$ cat src/rtl/cpu_pkg.sv
// Shared RV32I decode definitions: opcodes, ALU operation codes, immediate formats.
package cpu_pkg;

  localparam int XLEN   = 32;
  localparam int REG_AW = 5;

  localparam logic [6:0] OPC_LUI    = 7'b0110111;
  localparam logic [6:0] OPC_AUIPC  = 7'b0010111;
  localparam logic [6:0] OPC_JAL    = 7'b1101111;
  localparam logic [6:0] OPC_JALR   = 7'b1100111;
  localparam logic [6:0] OPC_BRANCH = 7'b1100011;
  localparam logic [6:0] OPC_LOAD   = 7'b0000011;
  localparam logic [6:0] OPC_STORE  = 7'b0100011;
  localparam logic [6:0] OPC_OPIMM  = 7'b0010011;
  localparam logic [6:0] OPC_OP     = 7'b0110011;

  typedef enum logic [3:0] {
    ALU_ADD      = 4'd0,
    ALU_SUB      = 4'd1,
    ALU_SLL      = 4'd2,
    ALU_SLT      = 4'd3,
    ALU_SLTU     = 4'd4,
    ALU_XOR      = 4'd5,
    ALU_SRL      = 4'd6,
    ALU_SRA      = 4'd7,
    ALU_OR       = 4'd8,
    ALU_AND      = 4'd9,
    ALU_LUI_PASS = 4'd10
  } alu_op_e;

  typedef enum logic [2:0] {
    IMM_NONE, IMM_I, IMM_S, IMM_B, IMM_U, IMM_J
  } imm_type_e;

  function automatic imm_type_e imm_type_of(input logic [6:0] opc);
    case (opc)
      OPC_JALR, OPC_LOAD, OPC_OPIMM: return IMM_I;
      OPC_STORE:                     return IMM_S;
      OPC_BRANCH:                    return IMM_B;
      OPC_LUI, OPC_AUIPC:            return IMM_U;
      OPC_JAL:                       return IMM_J;
      default:                       return IMM_NONE;
    endcase
  endfunction

  // bit30 selects SUB/SRA; SUB only exists for register-register ops.
  function automatic alu_op_e alu_from_f3(input logic [2:0] f3, input logic bit30,
                                          input logic is_op);
    case (f3)
      3'b000:  return (is_op && bit30) ? ALU_SUB : ALU_ADD;
      3'b001:  return ALU_SLL;
      3'b010:  return ALU_SLT;
      3'b011:  return ALU_SLTU;
      3'b100:  return ALU_XOR;
      3'b101:  return bit30 ? ALU_SRA : ALU_SRL;
      3'b110:  return ALU_OR;
      default: return ALU_AND;
    endcase
  endfunction

endpackage

$ cat src/rtl/imm_gen.sv
// Immediate extraction for the RV32I I/S/B/U/J formats, sign-extended to DW.
module imm_gen
  import cpu_pkg::*;
#(
  parameter int DW = 32
) (
  input  logic [31:0]   inst_i,
  output logic [DW-1:0] imm_o
);

  logic [31:0] imm32;

  always_comb begin
    imm32 = '0;
    case (imm_type_of(inst_i[6:0]))
      IMM_I:   imm32 = {{20{inst_i[31]}}, inst_i[31:20]};
      IMM_S:   imm32 = {{20{inst_i[31]}}, inst_i[31:25], inst_i[11:7]};
      IMM_B:   imm32 = {{19{inst_i[31]}}, inst_i[31], inst_i[7], inst_i[30:25],
                        inst_i[11:8], 1'b0};
      IMM_U:   imm32 = {inst_i[31:12], 12'b0};
      IMM_J:   imm32 = {{11{inst_i[31]}}, inst_i[31], inst_i[19:12], inst_i[20],
                        inst_i[30:21], 1'b0};
      default: imm32 = '0;
    endcase
  end

  assign imm_o = DW'($signed(imm32));

endmodule

$ cat src/rtl/id_stage.sv
// RV32I decode stage: decode, MEM/WB operand forwarding, load/EX hazard stall,
// and the ID/EX pipeline register.
module id_stage
  import cpu_pkg::*;
#(
  parameter int DW = XLEN,
  parameter int AW = REG_AW
) (
  input  logic          clk,
  input  logic          rst,
  input  logic          ifid_valid,
  input  logic [DW-1:0] ifid_inst,
  input  logic [DW-1:0] ifid_pc,
  output logic [AW-1:0] rR1,
  output logic [AW-1:0] rR2,
  input  logic [DW-1:0] rD1,
  input  logic [DW-1:0] rD2,
  input  logic          mem_we,
  input  logic [AW-1:0] mem_wR,
  input  logic [DW-1:0] mem_wD,
  input  logic          mem_is_load,
  input  logic          wb_we,
  input  logic [AW-1:0] wb_wR,
  input  logic [DW-1:0] wb_wD,
  input  logic          flush,
  output logic          stall,
  output logic          idex_valid,
  output logic [DW-1:0] idex_pc,
  output logic [DW-1:0] idex_rs1_val,
  output logic [DW-1:0] idex_rs2_val,
  output logic [DW-1:0] idex_imm,
  output logic [AW-1:0] idex_rd,
  output logic          idex_we,
  output logic [3:0]    idex_alu_op,
  output logic          idex_alu_src_imm,
  output logic          idex_is_load,
  output logic          idex_is_store,
  output logic          idex_is_branch,
  output logic          idex_is_jump,
  output logic [2:0]    idex_funct3,
  output logic          idex_illegal
);

  typedef struct packed {
    logic          valid;
    logic [DW-1:0] pc;
    logic [DW-1:0] rs1_val;
    logic [DW-1:0] rs2_val;
    logic [DW-1:0] imm;
    logic [AW-1:0] rd;
    logic          we;
    alu_op_e       alu_op;
    logic          alu_src_imm;
    logic          is_load;
    logic          is_store;
    logic          is_branch;
    logic          is_jump;
    logic [2:0]    funct3;
    logic          illegal;
  } idex_t;

  idex_t idex_d, idex_q;

  logic [6:0]    opc;
  logic [2:0]    f3;
  logic [AW-1:0] rs1, rs2, rd;
  logic [DW-1:0] imm, rs1_fwd, rs2_fwd;
  alu_op_e       alu_op;
  logic          src_imm, is_load, is_store, is_branch, is_jump;
  logic          wr_rd, use_rs1, use_rs2, illegal;
  logic          haz1, haz2;

  assign opc = ifid_inst[6:0];
  assign f3  = ifid_inst[14:12];
  assign rs1 = AW'(ifid_inst[19:15]);
  assign rs2 = AW'(ifid_inst[24:20]);
  assign rd  = AW'(ifid_inst[11:7]);
  assign rR1 = rs1;
  assign rR2 = rs2;

  imm_gen #(.DW(DW)) u_imm_gen (
    .inst_i (ifid_inst[31:0]),
    .imm_o  (imm)
  );

  always_comb begin
    alu_op    = ALU_ADD;
    src_imm   = 1'b0;
    is_load   = 1'b0;
    is_store  = 1'b0;
    is_branch = 1'b0;
    is_jump   = 1'b0;
    wr_rd     = 1'b0;
    use_rs1   = 1'b0;
    use_rs2   = 1'b0;
    illegal   = 1'b0;
    case (opc)
      OPC_LUI:    begin alu_op = ALU_LUI_PASS; src_imm = 1'b1; wr_rd = 1'b1; end
      OPC_AUIPC:  begin src_imm = 1'b1; wr_rd = 1'b1; end
      OPC_JAL:    begin is_jump = 1'b1; wr_rd = 1'b1; end
      OPC_JALR:   begin is_jump = 1'b1; wr_rd = 1'b1; src_imm = 1'b1; use_rs1 = 1'b1; end
      OPC_BRANCH: begin alu_op = ALU_SUB; is_branch = 1'b1; use_rs1 = 1'b1; use_rs2 = 1'b1; end
      OPC_LOAD:   begin is_load = 1'b1; src_imm = 1'b1; wr_rd = 1'b1; use_rs1 = 1'b1; end
      OPC_STORE:  begin is_store = 1'b1; src_imm = 1'b1; use_rs1 = 1'b1; use_rs2 = 1'b1; end
      OPC_OPIMM:  begin
        alu_op = alu_from_f3(f3, ifid_inst[30], 1'b0);
        src_imm = 1'b1; wr_rd = 1'b1; use_rs1 = 1'b1;
      end
      OPC_OP:     begin
        alu_op = alu_from_f3(f3, ifid_inst[30], 1'b1);
        wr_rd = 1'b1; use_rs1 = 1'b1; use_rs2 = 1'b1;
      end
      default:    illegal = 1'b1;
    endcase
  end

  // MEM beats WB (younger result); WB covers the regfile write landing this edge.
  assign rs1_fwd = (rs1 == '0)                                  ? '0     :
                   (mem_we && mem_wR == rs1 && !mem_is_load)    ? mem_wD :
                   (wb_we && wb_wR == rs1)                      ? wb_wD  : rD1;
  assign rs2_fwd = (rs2 == '0)                                  ? '0     :
                   (mem_we && mem_wR == rs2 && !mem_is_load)    ? mem_wD :
                   (wb_we && wb_wR == rs2)                      ? wb_wD  : rD2;

  assign haz1 = use_rs1 && (rs1 != '0) &&
                ((idex_q.valid && idex_q.we && idex_q.rd == rs1) ||
                 (mem_we && mem_is_load && mem_wR == rs1));
  assign haz2 = use_rs2 && (rs2 != '0) &&
                ((idex_q.valid && idex_q.we && idex_q.rd == rs2) ||
                 (mem_we && mem_is_load && mem_wR == rs2));
  assign stall = ifid_valid && !flush && (haz1 || haz2);

  always_comb begin
    idex_d = '0;
    if (!flush && !stall) begin
      idex_d.valid       = ifid_valid && !illegal;
      idex_d.pc          = ifid_pc;
      idex_d.rs1_val     = rs1_fwd;
      idex_d.rs2_val     = rs2_fwd;
      idex_d.imm         = imm;
      idex_d.rd          = rd;
      idex_d.we          = ifid_valid && wr_rd && (rd != '0);
      idex_d.alu_op      = alu_op;
      idex_d.alu_src_imm = src_imm;
      idex_d.is_load     = ifid_valid && is_load;
      idex_d.is_store    = ifid_valid && is_store;
      idex_d.is_branch   = ifid_valid && is_branch;
      idex_d.is_jump     = ifid_valid && is_jump;
      idex_d.funct3      = f3;
      idex_d.illegal     = ifid_valid && illegal;
    end
  end

  always_ff @(posedge clk) begin
    if (rst) idex_q <= '0;
    else     idex_q <= idex_d;
  end

  assign idex_valid       = idex_q.valid;
  assign idex_pc          = idex_q.pc;
  assign idex_rs1_val     = idex_q.rs1_val;
  assign idex_rs2_val     = idex_q.rs2_val;
  assign idex_imm         = idex_q.imm;
  assign idex_rd          = idex_q.rd;
  assign idex_we          = idex_q.we;
  assign idex_alu_op      = idex_q.alu_op;
  assign idex_alu_src_imm = idex_q.alu_src_imm;
  assign idex_is_load     = idex_q.is_load;
  assign idex_is_store    = idex_q.is_store;
  assign idex_is_branch   = idex_q.is_branch;
  assign idex_is_jump     = idex_q.is_jump;
  assign idex_funct3      = idex_q.funct3;
  assign idex_illegal     = idex_q.illegal;

endmodule

$ cat config.mk
export PLATFORM = sky130hd
export DESIGN_NAME = id_stage
export DESIGN_NICKNAME = d
export VERILOG_FILES = /design/src/rtl/cpu_pkg.sv /design/src/rtl/imm_gen.sv /design/src/rtl/id_stage.sv
export SDC_FILE = /design/constraint.sdc
export NUM_CORES = 1
export LEC_CHECK = 0
export ABC_AREA = 1
export BUFFER_PORTS_ARGS = -buffer_cell sky130_fd_sc_hd__buf_2
export CELL_PAD_IN_SITES_DETAIL_PLACEMENT = 0
export CELL_PAD_IN_SITES_GLOBAL_PLACEMENT = 2
export CORE_MARGIN = 4
export CORE_UTILIZATION = 20
export CTS_CLUSTER_SIZE = 12
export DETAILED_ROUTE_END_ITERATION = 8
export PLACE_DENSITY_LB_ADDON = 0.1
export SLEW_MARGIN = 15
export SYNTH_ARGS = -nofsm -noshare
export SYNTH_HDL_FRONTEND = slang
export SYNTH_SLANG_ARGS = --single-unit
$ cat constraint.sdc
create_clock -name clk -period 1.75 [get_ports clk]
set_clock_uncertainty 0.2 [all_clocks]
set_input_delay 0.0875 -clock clk [delete_from_list [all_inputs] [get_ports clk]]
set_output_delay 0.0875 -clock clk [all_outputs]
set_load 0.05 [all_outputs]
# Word level (Yosys, flattened, before mapping)
# Index checks and enable logic that the tools add are counted.
[totals]
word_cells = 112
output_inout_bits = 159
reg_bits = 148
[op_classes]
bitwise = 1
mux = 20
n_reduce_logical = 50
n_eq_ne = 26
[ops]
columns = ["cell", "n"]
rows = [
  ["32-bit one-hot mux with 5 select lines", 1],
  ["32-bit 2-to-1 mux", 4],
  ["4-bit one-hot mux with 7 select lines", 2],
  ["5-bit == test", 6],
  ["1-bit logical AND", 27],
  ["7-bit by 6-bit == test with 1-bit output (second input constant)", 3],
  ["7-bit == test (second input constant)", 3],
  ["4-bit one-hot mux with 4 select lines", 1],
  ["3-bit == test (second input constant)", 5],
  ["3-bit one-hot mux with 5 select lines", 1],
  ["5-bit nonzero test", 3],
  ["7-bit by 5-bit == test with 1-bit output (second input constant)", 2],
  ["3-bit by 2-bit == test with 1-bit output (second input constant)", 4],
  ["3-bit OR reduction", 4],
  ["6-bit OR reduction", 2],
  ["1-bit 2-to-1 mux", 11],
  ["5-bit zero test", 2],
  ["9-bit OR reduction", 1],
  ["7-bit by 2-bit == test with 1-bit output (second input constant)", 1],
  ["7-bit OR reduction", 1],
  ["3-bit by 1-bit == test with 1-bit output (second input constant)", 2],
  ["2-bit OR reduction", 3],
  ["1-bit zero test", 3],
  ["3-bit zero test", 1],
  ["other kinds (2)", 4],
]

# Logic depth before layout (Yosys ltp)
# Gate-level depths: netlist of the first run.
[depth]
depth_word = 11
depth_mapped = 14
ltp_nobuf = 12

# Cells and area by module
# From an unflattened synthesis of the first run, not the netlist that was laid out.
[unflattened]
cells_unflattened = 1030
hier_area_um2 = 6980.4
[by_module_without_submodules]
columns = ["mod", "area_per_inst_um2", "instances", "cells_each"]
rows = [
  ["id_stage", 6241.0, 1, 868],
  ["imm_gen", 739.5, 1, 162],
]

# Worst setup path before layout of the first run
# Ideal clock, no wire load.
[synth_path]
path_type = "reg2reg"
from = "reg idex_q, in the netlist idex_rd[0]"
to = "reg idex_q, in the netlist idex_imm[12]"
stages_incl_launch_ff = 14
arrival_time_ps = 1710
path_buffers = 2
slack_ps = -277
synth_period_minus_slack_ps = 2027
required_time_ps = 1433
setup_ps = 117
cell_sequence = "dfxtp_1 inv_1 nand2_1 o21ai_0 nor2_1 nand3_1 nand2_1 nand2_1 nand2_1 nand2_2 nand2_4 buf_6 buf_6 nor2_2"
[synth_via]
elab_chain_len = 10
word_cells_on_any_way = 14
classes_between = "2 x eq/ne; 1 x bitwise; 11 x reduce/logical"
[synth_lines]
columns = ["item", "line", "source"]
rows = [
  ["start, declared", "id_stage.sv:62", "idex_t idex_d, idex_q;"],
  ["start signal, assigned", "id_stage.sv:156", "else idex_q <= idex_d;"],
  ["5-bit == test, on equally long branches", "id_stage.sv:126, id_stage.sv:129", ""],
  ["1-bit logical AND, on equally long branches", "id_stage.sv:126, id_stage.sv:129", ""],
  ["1-bit logical OR, on equally long branches", "id_stage.sv:126, id_stage.sv:129", ""],
  ["1-bit logical AND, on equally long branches", "id_stage.sv:125, id_stage.sv:128", ""],
  ["1-bit logical OR *", "id_stage.sv:131", "assign stall = ifid_valid && !flush && (haz1 || haz2);"],
  ["1-bit logical AND *", "id_stage.sv:131", ""],
  ["1-bit zero test *", "id_stage.sv:135", "if (!flush && !stall) begin"],
  ["1-bit logical AND *", "id_stage.sv:135", ""],
  ["1-bit NOT (no source line) *", "n/a", ""],
  ["2-bit OR reduction (no source line) *", "n/a", ""],
]
# Every way passes the cells marked *; elsewhere a longest branch is shown, timed or not.
# A chain may end at the register's enable or synchronous reset.

# Worst setup path in the final report of the first run
[layout_path]
from = "reg idex_q, in the netlist idex_rd[1]"
to = "out stall"
[layout_via]
elab_chain_len = 6
word_cells_on_any_way = 10
classes_between = "2 x eq/ne; 8 x reduce/logical"
[layout_lines]
columns = ["item", "line", "source"]
rows = [
  ["5-bit == test, on equally long branches", "id_stage.sv:126, id_stage.sv:129", ""],
  ["1-bit logical AND, on equally long branches", "id_stage.sv:126, id_stage.sv:129", ""],
  ["1-bit logical OR, on equally long branches", "id_stage.sv:126, id_stage.sv:129", ""],
  ["1-bit logical AND, on equally long branches", "id_stage.sv:125, id_stage.sv:128", ""],
  ["1-bit logical OR *", "id_stage.sv:131", ""],
  ["1-bit logical AND *", "id_stage.sv:131", ""],
  ["end, declared", "id_stage.sv:26", "output logic stall,"],
]
# Marked as above.

==> metrics.md, run 1 <==
| Metric | Value |
|---|---|
| Synth Cell Area | `6387 sq um` |
| Hold Violations, Final | `0` |
| Inst Count DP | `1682` |
| I/O pins | `~370` |
| Syn Nets | `1095` |
| Ys async rst share | `0` |
| Hold Path Class | `primary input to flop` |
| Pre-antenna DRT Iters | `5` |
| Yosys Warn Count | `0` |
| Drt initial violations | `between 300 and 400` |
| Top FF cell, synth | `dfxtp_1` |
| Post-synth EDFFs | `0` |
| Area share of the largest cell type after synthesis | `0.4639` |
| Critical path's largest stage delay | `0.36 ns` |
| Failing checks | `negative setup slack` |
| Peak VDD IR | `0.6233 mV` |
| Post-DRT Antenna Nets | `0` |
| Normalized max-slew margin | `0.4797` |
| Core area | `about 32000 sq um` |
| Utilization after layout | `0.3937` |
| Grt ovf | `0` |
| Clock root buffer | `clkbuf_16` |
| Clock-pin slew on the worst setup and hold paths | `0.07 ns` |
| Drt wl/cell | `17.22 microns` |
| Die Y | `~190 microns` |
| Vias | `8169` |
| First-pass GRT wire length | `50990 microns` |
| Critical Path RT | `1.46 ns` |
| Most common cell in the netlist | `nor2_1` |
| Cell Pwr Density | `761.2 nW/um^2` |
| Critical path's most frequent cell | `nand2_1` |
| Top cells by count, synth | `nor2_1 (162), dfxtp_1 (148), nand2_1 (134), inv_1 (80)` |
| Achievable Freq | `496.8 MHz` |
| Mapped Cells | `886` |
| # setup viols final | `143` |
| Global Route Usage Sum | `0.1878` |
| Num CTS Buffers | `17` |
| CTS H-tree lvls | `4` |
| Average vias per placed instance | `4.241` |
| Setup WS post-layout | `-0.2627 ns` |
| Max Buffers Root-to-Sink | `2` |
| Netlist cell types | `31` |
| Fin cells | `1926` |
| Seq/Total Area, Yosys | `0.4639` |
| Clk sink count | `148` |
| Biggest area consumer among synthesized cells | `dfxtp_1` |
| Die area | `approximately 35000 sq um` |
| Max-cap viol count | `0` |
| Lkg Pwr | `approximately 6.3 nW` |
| Hold slack | `0.02847 ns` |
| Ranking of synthesized cells by area | `dfxtp_1 (46%), nor2_1 (9.5%), nand2_1 (7.9%)` |
| GPL Wtd Cong | `slightly below 0.8` |
| Critical Path Source Type | `flop` |
| Syn-to-layout area delta | `94.51%` |
| Initial antenna violation count | `4` |
| Hpwl dp | `23780 microns` |
| CTS tree | `done` |
| Rows | `65` |
| Setup crit end kind | `output port` |
| NumNets Final | `1719` |
| Layout cell share with drive strength beyond 1 | `0.3631` |
| Port Buffers | `367` |
| Fin crit share | `1.150` |
| Residual DRC | `0` |
| Syn_area_per_cell | `7.209 sq um` |
| Largest net degree at the start of global routing | `65` |
| Number of global-route vias before repair | `8622` |
| Arr. time, crit path | `between 1.5 and 2 ns` |
| Flops & latches, synth | `148` |
| Status | `complete, but fails checks` |
| Worst skew pair latency | `between 0.4 and 0.5 ns` |
| Die Wd | `186.7 microns` |
| Worst-margin pin slew | `around 0.78 ns` |
| RSZ-0062 raised after global routing | `yes` |
| Critical path type | `flop to output port` |
| Crit-path max FO | `5` |
| Critical path, cell by cell | `nand2_1, o21ai_0, nor2_1, nand3_1, nand2_1, nand2_1, nand2_1, nand2_2, buf_6, inv_4, buf_8` |
| Minimum clock period | `2.013 ns` |
| Initial core utilization | `0.2024` |
| CP max stage cell | `dfxtp_4` |
| Final wirelength | `33170 microns` |
| Slew Viols, Final | `0` |
final cells by class:
cell class | instances | area [sq um]
timing repair buffer | 670 | 5147
inverter | 82 | 310.3
multi-input combinational | 591 | 2879
antenna | 1 | 2.502
tap | 402 | 503.0
sequential | 148 | 2987
clock buffer | 19 | 475.5
fill | 3421 | 19130
clock inverter | 13 | 120.1
path summary, 6_finish.rpt:
kind                            slack (ns)          endpoint  cells after the start        from
worst min-delay path                  0.03           idex_we                      4         rst
worst max-delay path                 -0.26             stall                     11  idex_rd[1]
worst max register to register       -0.22  idex_rs1_val[21]                     13  idex_rd[0]
worst min register to register        1.03           idex_we                     10  idex_rd[3]
cell usage in the layout (no fill, tap or decap), types with 2 or more instances in the layout:
cell type,count
buf_2,366
dlygate4sd3_1,193
nor2_1,157
dfxtp_1,141
nand2_1,133
inv_1,77
nand3_1,73
o21ai_0,72
nand4_1,71
buf_4,69
buf_12,28
clkbuf_16,20
nor2_2,17
a21oi_1,16
a31oi_1,9
buf_16,8
inv_6,7
o22ai_1,6
a22oi_1,6
dfxtp_4,6
xor2_1,4
inv_2,4
nand2_2,4
a21oi_4,4
buf_6,4
o21ai_1,3
nor3_1,3
inv_8,3
xnor2_1,2
or2_2,2
nand3_4,2
clkinv_4,2
state kept, by name (all words and copies together), names as in the netlist:
name and cells:
idex_imm 32, idex_pc 32, idex_rs1_val 32, idex_rs2_val 32, idex_rd 5, idex_alu_op 4, idex_funct3 3, idex_alu_src_imm 1
idex_illegal 1, idex_is_branch 1, idex_is_jump 1, idex_is_load 1, idex_is_store 1, idex_valid 1, idex_we 1
per-stage QoR:
step	worst slack [ns]	total power, mW	instance area, sq um	setup TNS [ns]
6_report	-0.2627	9.457	12420	-19.98
5_1_grt	-0.4180	9.906	12420	-41.00
4_1_cts	-0.3201	9.599	12370	-25.30
3_5_place_dp	-0.2390	5.307	9445	-18.79
3_3_place_gp	-0.2222	5.322	9445	-17.38
2_1_floorplan	0.005662	4.501	6411	0
report_power, final:
group | internal, mW | switching, mW
logic | 0.951 | 1.24
clock network | 2.05 | 1.71
registers | 3.47 | 0.0340
cell families after synthesis:
| group | after synthesis | share of synthesized area |
|---|---|---|
| flip-flops | 148 | 0.4639 |
| buffers and inverters | 147 | 0.09853 |
| AO/OA/AOI/OAI | 118 | 0.09892 |
| AND/OR/NAND/NOR | 467 | 0.3305 |
| XOR/XNOR | 6 | 0.008227 |
routing by layer:
layer / vias to the layer above / track usage / wire length [microns]
met5: - / 0 / 45
met4: 6 / 0.04522 / 394
met3: 26 / 0.05761 / 2089
met2: 261 / 0.2971 / 14920
met1: 3708 / 0.2518 / 15720
li1: 4168 / - / -
worst max-delay path: cells and delay by family (launching register included):
family | cells | cell delay (ns)
AOI/OAI and AO/OA | 1 | 0.07
buffers and inverters | 3 | 0.29
DFF | 1 | 0.36
and+or+nand+nor | 7 | 0.57
timing repair:
action / CTS / global route
hold buffers: 193 / 0
buffers inserted: 9 / 1
setup endpoints to repair: 141 / 149
gates resized for setup: 21 / 6
pin swaps: 6 / 7
cloned: 8 / 1
hold endpoints to repair: 147 / 0
(Power assumes the default switching activity.)
==> run 2, diff against run 1 <==
--- a/config.mk
+++ b/config.mk
@@ -13,7 +13,8 @@
 export CORE_UTILIZATION = 20
 export CTS_CLUSTER_SIZE = 12
 export DETAILED_ROUTE_END_ITERATION = 8
-export PLACE_DENSITY_LB_ADDON = 0.1
+export PLACE_DENSITY_LB_ADDON = 0.3
+export SETUP_SLACK_MARGIN = 0.4
 export SLEW_MARGIN = 15
 export SYNTH_ARGS = -nofsm -noshare
 export SYNTH_HDL_FRONTEND = slang
==> run 2 against run 1 <==
Against the previous run: the flow finishes with violations (negative hold slack, negative setup slack); worst setup slack worse by 0.030 ns; via count up 2.2%; worst hold slack worse by 0.039 ns; critical path depth down 1; global-route usage up 0.16 points; flip-flop and latch count unchanged; critical path type unchanged.
==> metrics.md, run 2 (synthesis results as in run 1) <==
| Metric | Value |
|---|---|
| Die Y | `186.7 microns (unchanged)` |
| Arr. time, crit path | `1.75 ns (+0.02 ns)` |
| Global Route Usage Sum | `0.1893 (+0.001558)` |
| Post-DRT Antenna Nets | `0 (unchanged)` |
| Pre-antenna DRT Iters | `5 (unchanged)` |
| Worst skew pair latency | `0.44 ns (about the same)` |
| Fin cells | `1921 (-0.26%)` |
| Hold Path Origin | `ifid_inst[6]` |
| Achievable Freq | `489.7 MHz (-1.4%)` |
| Hpwl dp | `22220 microns (-6.6%)` |
| Number of global-route vias before repair | `8597 (-0.29%)` |
| Critical Path Source Type | `flop` |
| Failing checks | `negative hold slack, negative setup slack` |
| I/O pins | `368 (unchanged)` |
| Clock root buffer | `clkbuf_16` |
| Cell Pwr Density | `752.5 nW/um^2 (-1.1%)` |
| Pwr Total | `9.521 mW (+0.67%)` |
| Initial antenna violation count | `3 (-1)` |
| Hold slack | `-0.01067 ns (-0.03914 ns)` |
| Layout cell share with drive strength beyond 1 | `0.3643 (+0.001196)` |
| Normalized max-slew margin | `0.7651 (+0.2854)` |
| Max Buffers Root-to-Sink | `2 (unchanged)` |
| Clock-pin slew on the worst setup and hold paths | `0.07 ns (about the same)` |
| Filler Cell Count | `3376 (-1.3%)` |
| CTS tree | `done` |
| Inst Count DP | `1660 (-1.3%)` |
| Core area | `31560 sq um (unchanged)` |
| Rows | `65 (unchanged)` |
| Die Wd | `186.7 microns (unchanged)` |
| Drt initial violations | `367 (+20%)` |
| Register area | `2989 sq um (about the same)` |
| Vias | `8352 (+2.2%)` |
| Crit-path max FO | `3 (-2)` |
| Initial core utilization | `0.2024 (unchanged)` |
| Setup WS post-layout | `-0.2923 ns (-0.02952 ns)` |
| Port Buffers | `367 (unchanged)` |
| Grt ovf | `0 (unchanged)` |
| Status | `complete, but fails checks` |
| Average vias per placed instance | `4.348 (+2.5%)` |
| Setup crit start | `idex_rd[4]` |
| Worst-margin pin slew | `0.3511 ns (-0.4265 ns)` |
| Max-cap viol count | `0 (unchanged)` |
| Lkg Pwr | `6.320 nW (-0.11%)` |
| Die area | `34860 sq um (unchanged)` |
| Final wirelength | `33780 microns (+1.8%)` |
| Most frequent cells in the layout | `buf_2 (291), dlygate4sd3_1 (193), nor2_1 (154)` |
| Largest net degree at the start of global routing | `65 (unchanged)` |
| Most common cell after layout, fill and taps aside | `buf_2` |
| RSZ-0062 raised after global routing | `yes` |
| First-pass GRT wire length | `51420 microns (+0.84%)` |
| Hold Path Class | `primary input to flop` |
| Minimum clock period | `2.042 ns (+0.02952 ns)` |
| CTS H-tree lvls | `4 (unchanged)` |
| NumNets Final | `1714 (-0.29%)` |
| Critical path type | `flop to output port` |
| Reg2reg start | `idex_rd[4]` |
| # setup viols final | `139 (-2.8%)` |
| Slew Viols, Final | `0 (unchanged)` |
| Drt wl/cell | `17.58 microns (+2.1%)` |
| Multi-input logic area | `2920 sq um (+1.4%)` |
| Hold Violations, Final | `1 (+1)` |
| Utilization after layout | `0.4010 (+0.007217)` |
| Clk sink count | `148 (unchanged)` |
| GPL Wtd Cong | `0.8043 (+4.1%)` |
| Num CTS Buffers | `17 (unchanged)` |
| Residual DRC | `0 (unchanged)` |
| Peak VDD IR | `0.6360 mV (+2.0%)` |
| Fin crit share | `1.167 (+0.01687)` |
| Critical Path RT | `1.46 ns (about the same)` |
| Setup crit end kind | `output port` |
| Syn-to-layout area delta | `98.08%` |
## run 2: cell types whose count changed in the layout (fill, tap and decap cells not counted), moves of 5 or more
cell,delta
inv_6,-6
buf_12,-10
buf_2,-75
buf_16,+5
inv_8,+6
buf_4,+23
clkbuf_4,+46
## run 2: per-stage QoR
stage | worst slack (ns) | area, sq um | setup TNS [ns] | hold slack, ns
after CTS | -0.3342 | 12470 | -26.93 | -0.04510
after global routing | -0.4086 | 12650 | -41.14 | 0.006206
after detailed placement | -0.1226 | 9231 | -12.95 | 0.1054
after floorplan | 0.03968 | 6471 | 0 | -0.009972
final | -0.2923 | 12650 | -20.98 | -0.01067
after global placement | -0.1101 | 9231 | -13.20 | 0.1015
## run 2: routing by layer
layer  share of wire  GRT usage
met1            0.46     0.2496
met2            0.48     0.3134
met3           0.049    0.04134
met4           0.017    0.05375
met5         0.00044          0
## run 2: layout make-up
type                       count  share of cell area
sequential                   148              0.2363
clock buffer                  17             0.03362
tap                          402             0.03975
inverter                      82             0.02462
clock inverter                15             0.01384
timing repair buffer         665              0.4209
multi-input combinational    591              0.2308
antenna                        1           0.0001978
## run 2: repair_timing
item / CTS / global route
pin swaps: 8 / 6
hold endpoints to repair: 145 / 0
gates resized for setup: 56 / 60
buffers inserted: 15 / 5
hold buffers: 194 / 0
setup endpoints to repair: 179 / 200
cloned: 14 / 0
## run 2: path summary, 6_finish.rpt
| check | end | slack [ns] | depth (start not counted) |
|---|---|---|---|
| min | idex_alu_op[2] | -0.01 | 7 |
| min reg2reg | idex_is_branch | 0.95 | 10 |
| max reg2reg | idex_funct3[1] | -0.24 | 12 |
| max | stall | -0.29 | 10 |
## run 2: power by group
part | switching [mW] | leakage, nW | internal (mW)
clock network | 1.82 | 0.293 | 1.94
logic | 1.26 | 4.81 | 0.994
registers | 0.0358 | 1.21 | 3.47
total | 3.11 | 6.32 | 6.41
## run 2: worst max-delay path, stage by stage, from the launching register on
cell and delay (ns):
dfxtp_4 0.36, xor2_1 0.13, nor2_1 0.14, nand3_1 0.09, nand2_1 0.08, nand2_1 0.07, nand2_2 0.08, nand2_4 0.06
buf_6 0.11, clkinvlp_4 0.07, buf_12 0.13
